==> src/rtl/mem_access_unit_pkg.sv <==
// Shared encodings for the MEM-stage data-memory access unit.
// Holds mem_op codes and the access FSM state type.
package mem_access_unit_pkg;

   localparam logic [2:0] MOP_B  = 3'b000;
   localparam logic [2:0] MOP_BU = 3'b001;
   localparam logic [2:0] MOP_H  = 3'b010;
   localparam logic [2:0] MOP_HU = 3'b011;
   localparam logic [2:0] MOP_W  = 3'b100;

   typedef enum logic [1:0] {
      ST_IDLE = 2'd0,
      ST_BUSY = 2'd1,
      ST_DONE = 2'd2
   } state_e;

endpackage

==> src/rtl/mem_access_unit_store_lane_gen.sv <==
// Byte-enable / store-lane replication and legality check.
// Purely combinational; the request is judged from op, we and addr[1:0].
module store_lane_gen
   import mem_access_unit_pkg::*;
(
   input  logic [2:0]  op_i,
   input  logic        we_i,
   input  logic [1:0]  off_i,
   input  logic [31:0] wdata_i,
   output logic [3:0]  be_o,
   output logic [31:0] wdata_o,
   output logic        err_o
);

   always_comb begin
      be_o    = 4'b1111;
      wdata_o = wdata_i;
      err_o   = 1'b0;
      case (op_i)
         MOP_B, MOP_BU: begin
            if (we_i) be_o = 4'b0001 << off_i;
            wdata_o = {4{wdata_i[7:0]}};
            err_o   = we_i && (op_i == MOP_BU);
         end
         MOP_H, MOP_HU: begin
            if (we_i) be_o = off_i[1] ? 4'b1100 : 4'b0011;
            wdata_o = {2{wdata_i[15:0]}};
            err_o   = off_i[0] || (we_i && (op_i == MOP_HU));
         end
         MOP_W: err_o = (off_i != 2'b00);
         default: err_o = 1'b1;
      endcase
   end

endmodule

==> src/rtl/mem_access_unit.sv <==
// MEM-stage data-memory controller: single outstanding req/ack access,
// pipeline stall while in flight, raw load word to the extension unit.
module mem_access_unit
   import mem_access_unit_pkg::*;
#(
   parameter int TIMEOUT = 16,
   parameter int CNT_W   = 5
) (
   input  logic        clk,
   input  logic        rst,
   input  logic        req_valid,
   input  logic        req_we,
   input  logic [2:0]  mem_op,
   input  logic [31:0] addr,
   input  logic [31:0] wdata,
   input  logic        flush,
   output logic        stall,
   output logic        addr_err,
   output logic        bus_err,
   output logic        dm_req,
   output logic        dm_we,
   output logic [3:0]  dm_be,
   output logic [31:0] dm_addr,
   output logic [31:0] dm_wdata,
   input  logic        dm_ack,
   input  logic [31:0] dm_rdata,
   output logic        ld_valid,
   output logic [2:0]  ld_op,
   output logic [1:0]  ld_bite,
   output logic [31:0] ld_din
);

   state_e             state_q, state_d;
   logic [CNT_W-1:0]   cnt_q, cnt_d;
   logic               drop_q, drop_d;
   logic               dm_req_q, dm_req_d;
   logic               dm_we_q, dm_we_d;
   logic [3:0]         dm_be_q, dm_be_d;
   logic [31:0]        dm_addr_q, dm_addr_d;
   logic [31:0]        dm_wdata_q, dm_wdata_d;
   logic [2:0]         op_q, op_d;
   logic [1:0]         off_q, off_d;
   logic               addr_err_q, addr_err_d;
   logic               bus_err_q, bus_err_d;
   logic               ld_valid_q, ld_valid_d;
   logic [2:0]         ld_op_q, ld_op_d;
   logic [1:0]         ld_bite_q, ld_bite_d;
   logic [31:0]        ld_din_q, ld_din_d;

   logic [3:0]         lane_be;
   logic [31:0]        lane_wdata;
   logic               lane_err;

   store_lane_gen u_lane (
      .op_i    (mem_op),
      .we_i    (req_we),
      .off_i   (addr[1:0]),
      .wdata_i (wdata),
      .be_o    (lane_be),
      .wdata_o (lane_wdata),
      .err_o   (lane_err)
   );

   always_comb begin
      state_d    = state_q;
      cnt_d      = cnt_q;
      drop_d     = drop_q;
      dm_req_d   = dm_req_q;
      dm_we_d    = dm_we_q;
      dm_be_d    = dm_be_q;
      dm_addr_d  = dm_addr_q;
      dm_wdata_d = dm_wdata_q;
      op_d       = op_q;
      off_d      = off_q;
      addr_err_d = 1'b0;
      bus_err_d  = 1'b0;
      ld_valid_d = 1'b0;
      ld_op_d    = ld_op_q;
      ld_bite_d  = ld_bite_q;
      ld_din_d   = ld_din_q;
      stall      = 1'b0;
      case (state_q)
         ST_IDLE: begin
            if (req_valid && !flush) begin
               stall = 1'b1;
               if (lane_err) begin
                  addr_err_d = 1'b1;
                  state_d    = ST_DONE;
               end else begin
                  dm_req_d   = 1'b1;
                  dm_we_d    = req_we;
                  dm_be_d    = lane_be;
                  dm_addr_d  = {addr[31:2], 2'b00};
                  dm_wdata_d = lane_wdata;
                  op_d       = mem_op;
                  off_d      = addr[1:0];
                  cnt_d      = '0;
                  state_d    = ST_BUSY;
               end
            end
         end
         ST_BUSY: begin
            stall  = 1'b1;
            cnt_d  = cnt_q + 1'b1;
            drop_d = drop_q | flush;
            // ack takes priority over a coincident timeout
            if (dm_ack) begin
               dm_req_d = 1'b0;
               state_d  = ST_DONE;
               if (!dm_we_q) begin
                  ld_din_d   = dm_rdata;
                  ld_op_d    = op_q;
                  ld_bite_d  = off_q;
                  ld_valid_d = !(drop_q | flush);
               end
            end else if (cnt_q == CNT_W'(TIMEOUT - 1)) begin
               dm_req_d  = 1'b0;
               bus_err_d = 1'b1;
               state_d   = ST_DONE;
            end
         end
         ST_DONE: begin
            state_d = ST_IDLE;
            drop_d  = 1'b0;
            cnt_d   = '0;
         end
         default: state_d = ST_IDLE;
      endcase
   end

   always_ff @(posedge clk) begin
      if (rst) begin
         state_q    <= ST_IDLE;
         cnt_q      <= '0;
         drop_q     <= 1'b0;
         dm_req_q   <= 1'b0;
         dm_we_q    <= 1'b0;
         dm_be_q    <= '0;
         dm_addr_q  <= '0;
         dm_wdata_q <= '0;
         op_q       <= '0;
         off_q      <= '0;
         addr_err_q <= 1'b0;
         bus_err_q  <= 1'b0;
         ld_valid_q <= 1'b0;
         ld_op_q    <= '0;
         ld_bite_q  <= '0;
         ld_din_q   <= '0;
      end else begin
         state_q    <= state_d;
         cnt_q      <= cnt_d;
         drop_q     <= drop_d;
         dm_req_q   <= dm_req_d;
         dm_we_q    <= dm_we_d;
         dm_be_q    <= dm_be_d;
         dm_addr_q  <= dm_addr_d;
         dm_wdata_q <= dm_wdata_d;
         op_q       <= op_d;
         off_q      <= off_d;
         addr_err_q <= addr_err_d;
         bus_err_q  <= bus_err_d;
         ld_valid_q <= ld_valid_d;
         ld_op_q    <= ld_op_d;
         ld_bite_q  <= ld_bite_d;
         ld_din_q   <= ld_din_d;
      end
   end

   assign addr_err = addr_err_q;
   assign bus_err  = bus_err_q;
   assign dm_req   = dm_req_q;
   assign dm_we    = dm_we_q;
   assign dm_be    = dm_be_q;
   assign dm_addr  = dm_addr_q;
   assign dm_wdata = dm_wdata_q;
   assign ld_valid = ld_valid_q;
   assign ld_op    = ld_op_q;
   assign ld_bite  = ld_bite_q;
   assign ld_din   = ld_din_q;

endmodule

==> config.mk <==
export PLATFORM = sky130hd
export DESIGN_NAME = mem_access_unit
export DESIGN_NICKNAME = d
export VERILOG_FILES = /design/src/rtl/mem_access_unit_pkg.sv /design/src/rtl/mem_access_unit_store_lane_gen.sv /design/src/rtl/mem_access_unit.sv
export SDC_FILE = /design/constraint.sdc
export NUM_CORES = 1
export LEC_CHECK = 0
export ABC_AREA = 1
export ABC_CLOCK_PERIOD_IN_PS = 1600
export CAP_MARGIN = 5
export CORE_MARGIN = 4
export CORE_UTILIZATION = 25
export DETAILED_ROUTE_END_ITERATION = 6
export DONT_BUFFER_PORTS = 1
export PLACE_DENSITY = 0.35
export SLEW_MARGIN = 20
export SYNTH_ARGS = -nofsm -noshare
export SYNTH_HDL_FRONTEND = slang
export SYNTH_SLANG_ARGS = --single-unit
==> constraint.sdc <==
create_clock -name clk -period 1.6 [get_ports clk]
set_input_delay 0.16 -clock clk [delete_from_list [all_inputs] [get_ports clk]]
set_output_delay 0.16 -clock clk [all_outputs]
set_load 0.02 [all_outputs]
==> run_results.csv <==
group,metric,value,unit
cts,h-tree-depth,4,
cts,cts_buffer_depth,2,
routing,ant_nets,0,
worst_setup_path,cpPeakStageDelay,0.31,ns
worst_hold_path,hold_depth,4,
worst_setup_path,worstPathRequired,1.44,ns
placement,dp_cells,875,
logic_synthesis,synthMuxAreaShare,0,%
routing,post_drt_wl_per_cell,16.4,um
cts,cts_tree,"built",
routing,drt_iter0_drc,181,
placement,globalplace.congestion,0.750,
pwr,ir_drop,675,uV
timing,setup_violations,0,
floorplanning,rows,50,
cts,root_buffer,"clkbuf_16",
logic_synthesis,netlist_instances,657,
timing,clock.fmax,668,MHz
grt,antenna_found_initial,0,
worst_hold_path,hp-start,"mem_op[2]",
timing,fin_setup_tns,0,ns
timing,finalCritPeriodShare,93.6,%
routing,wirelength,16300,um
floorplanning,fp.dieArea,21400,um2
grt,grt_pass1_wl,25500,um
logic_synthesis,synth_xor_area_share,0,%
logic_synthesis,ys.warnings.count,0,
placement,numPortBuffers,0,
worst_setup_path,rrSetupSlack,0.13,ns
finish,final_nets,854,
grt,gr-usage-all-layers,14.9,%
worst_setup_path,path_depth,5,
cts,insertion_delay,0.41,ns
pwr,p_leak,2.70,nW
logic_synthesis,synth_top_area_share,50.6,%
finish,final_layout_size_suffix_gt1_share,9.66,%
routing,via_count,4556,
routing,drc,0,
logic_synthesis,synth_edf_count,0,
grt,grt_max_degree,39,
finish,fin_area,6610,um2
logic_synthesis,ys_top_cells_by_count,"177 x nor2_1, 134 x nand2_1, 121 x dfxtp_1",
worst_setup_path,startpoint_type,"flop",
worst_setup_path,ff2ff_path_depth,8,
worst_setup_path,crit_path_end_kind,"primary output",
finish,area_growth,38.2,%
floorplanning,coreArea,18800,um2
worst_setup_path,critPathBufInv,2,
logic_synthesis,yosysMostFrequentCell,"nor2_1",
status,status,"finished, final reports clean",
logic_synthesis,synth_compound_area_share,12.8,%
logic_synthesis,ys_seq_area_share,50.6,%
worst_setup_path,cp_top_family,"flip-flops",
timing,slew_viol_final,0,
logic_synthesis,syn-cell-area,4780,um2
worst_hold_path,min_to,"dm_wdata[25]",
floorplanning,fp.dieH,146,um
worst_setup_path,critPathSlowestCell,"dfxtp_1",
finish,instances_no_fill,990,
logic_synthesis,syn_area_per_cell,7.28,um2
pwr,power.density,1180,nW/um2
logic_synthesis,ys_dominant_reg_cell,"dfxtp_1",
floorplanning,initial_core_util,25.5,%
cts,clk_pin_slew_worst_paths,0.06,ns
worst_setup_path,r2r_start,"state_q[1]",
pwr,power.total,7.84,mW
logic_synthesis,synth_top_area_cell,"dfxtp_1",
worst_setup_path,critPathKind,"reg -> out",
worst_setup_path,crit_arrival,1.34,ns
timing,clock_skew,0.00737,ns
timing,finalCriticalPeriod,1.50,ns
timing,finalHoldViolCount,0,
floorplanning,pin_count,216,
logic_synthesis,synth_top_family_by_area,"simple AND/OR/NAND/NOR gates",
placement,placed_area,5140,um2
logic_synthesis,synth_area_leaders,"dfxtp_1 51%, nor2_1 14%, nand2_1 11%",
logic_synthesis,synth_simple_gate_area_share,28.9,%
logic_synthesis,synth_fa_ha_area_share,1.57,%
timing,hold_slack,0.0208,ns
cts,clock_sinks,121,
worst_hold_path,hp-class,"in -> reg",
routing,first_pass_iters,4,
worst_setup_path,cp_max_fo,3,
logic_synthesis,synth_seq_cells,121,
placement,dp_hpwl,11000,um
cts,tritoncts.num_buffers,17,
grt,grt_overflow,0,
worst_setup_path,worstReg2RegEnd,"cnt_q[1]",
grt,grt_pass1_vias,4602,
finish,diodes,0,
logic_synthesis,yosysUniqueCellTypes,24,
floorplanning,die_width,146,um
logic_synthesis,synth-async-reset-ratio,0,%
worst_setup_path,critical_path.cell_chain,"inv_1 > ha_2 > nand3_4 > buf_4 > nand2_4",
routing,routed_via_density,4.60,
job,drv_cap,0,
## per-layer routing
layer  up-vias  global-route usage, %  routed length (um)
met1      2098                   17.5                6660
met3        20                   7.01                1580
met4         0                   4.61                 253
met5         -                      0                   0
met2       153                   24.3                7780
li1       2285                      -                   -
## cell families (layout without fill, tap and decap cells)
| group | Yosys count | in the layout |
|---|---|---|
| other cells | 1 | 2 |
| flops | 121 | 121 |
| simple gates | 350 | 350 |
| fa+ha+maj | 6 | 6 |
| compound gates | 121 | 121 |
| buf+inv | 58 | 156 |
## flip-flops by register name (all words and copies together) (netlist names)
| name | flops |
|---|---|
| drop_q | 1 |
| cnt_q | 5 |
| dm_wdata | 32 |
| state_q | 2 |
| off_q | 2 |
| dm_req | 1 |
| dm_be | 4 |
| ld_bite | 2 |
| ld_op | 3 |
| op_q | 3 |
| bus_err | 1 |
| dm_we | 1 |
| ld_din | 32 |
| ld_valid | 1 |
| addr_err | 1 |
| dm_addr | 30 |
## where the power goes
part	leakage [nW]	switching [mW]	total (mW)	internal, mW
clock	0.273	1.48	3.78	2.30
sequential	0.981	0.196	3.32	3.13
combinational	1.44	0.384	0.733	0.349
## repair_timing
item,in CTS,in global routing
hold buffers,81,0
cloned,0,1
resized for setup,2,12
endpoints found under the setup margin,1,65
endpoints found under the hold margin,105,0
setup buffers,0,1
## worst min-delay path, delay by kind of cell
kind             cells  cell delay, ns
AO/OA/AOI/OAI        1            0.05
AND/OR/NAND/NOR      3            0.18
## cell type report
| class | count | area [um2] |
|---|---|---|
| clock buffers | 18 | 429 |
| clock inverters | 14 | 149 |
| fillers | 1996 | 12200 |
| inverters | 16 | 60.1 |
| multi-input cells | 479 | 2120 |
| flip-flops and latches | 121 | 2420 |
| well taps | 234 | 293 |
| repair buffers | 108 | 1140 |
## per-stage QoR
| stage | setup slack [ns] | utilization, % |
|---|---|---|
| 2_1_floorplan | 0.160 | - |
| 3_3_place_gp | 0.110 | 27.4 |
| 3_5_place_dp | 0.0697 | 27.4 |
| 4_1_cts | 0.00700 | 34.8 |
| 5_1_grt | -0.0366 | 35.2 |
| 6_report | 0.103 | 35.2 |
## layout by cell type (no fill, tap or decap), types with 4 or more instances in the layout
cell type,instances
nor2_1,176
nand2_1,132
dfxtp_1,120
dlygate4sd3_1,80
o21ai_0,70
a21oi_1,32
nand3_1,27
clkbuf_16,18
o21ai_1,17
buf_4,17
inv_1,14
buf_12,8
clkinvlp_4,4
## how the worst max path moves through the flow
| stage | startpoint | endpoint | slack, ns |
|---|---|---|---|
| 2_1_floorplan | state_q[1] | ld_op[2] | 0.16 |
| 3_3_place_gp | state_q[0] | dm_wdata[1] | 0.11 |
| 3_5_place_dp | state_q[0] | dm_addr[7] | 0.07 |
| 4_1_cts | state_q[0] | stall | 0.007 |
| 5_1_grt | state_q[1] | cnt_q[1] | -0.04 |
| 6_report | state_q[1] | stall | 0.10 |
No activity file was read; power rests on OpenSTA's default activity.
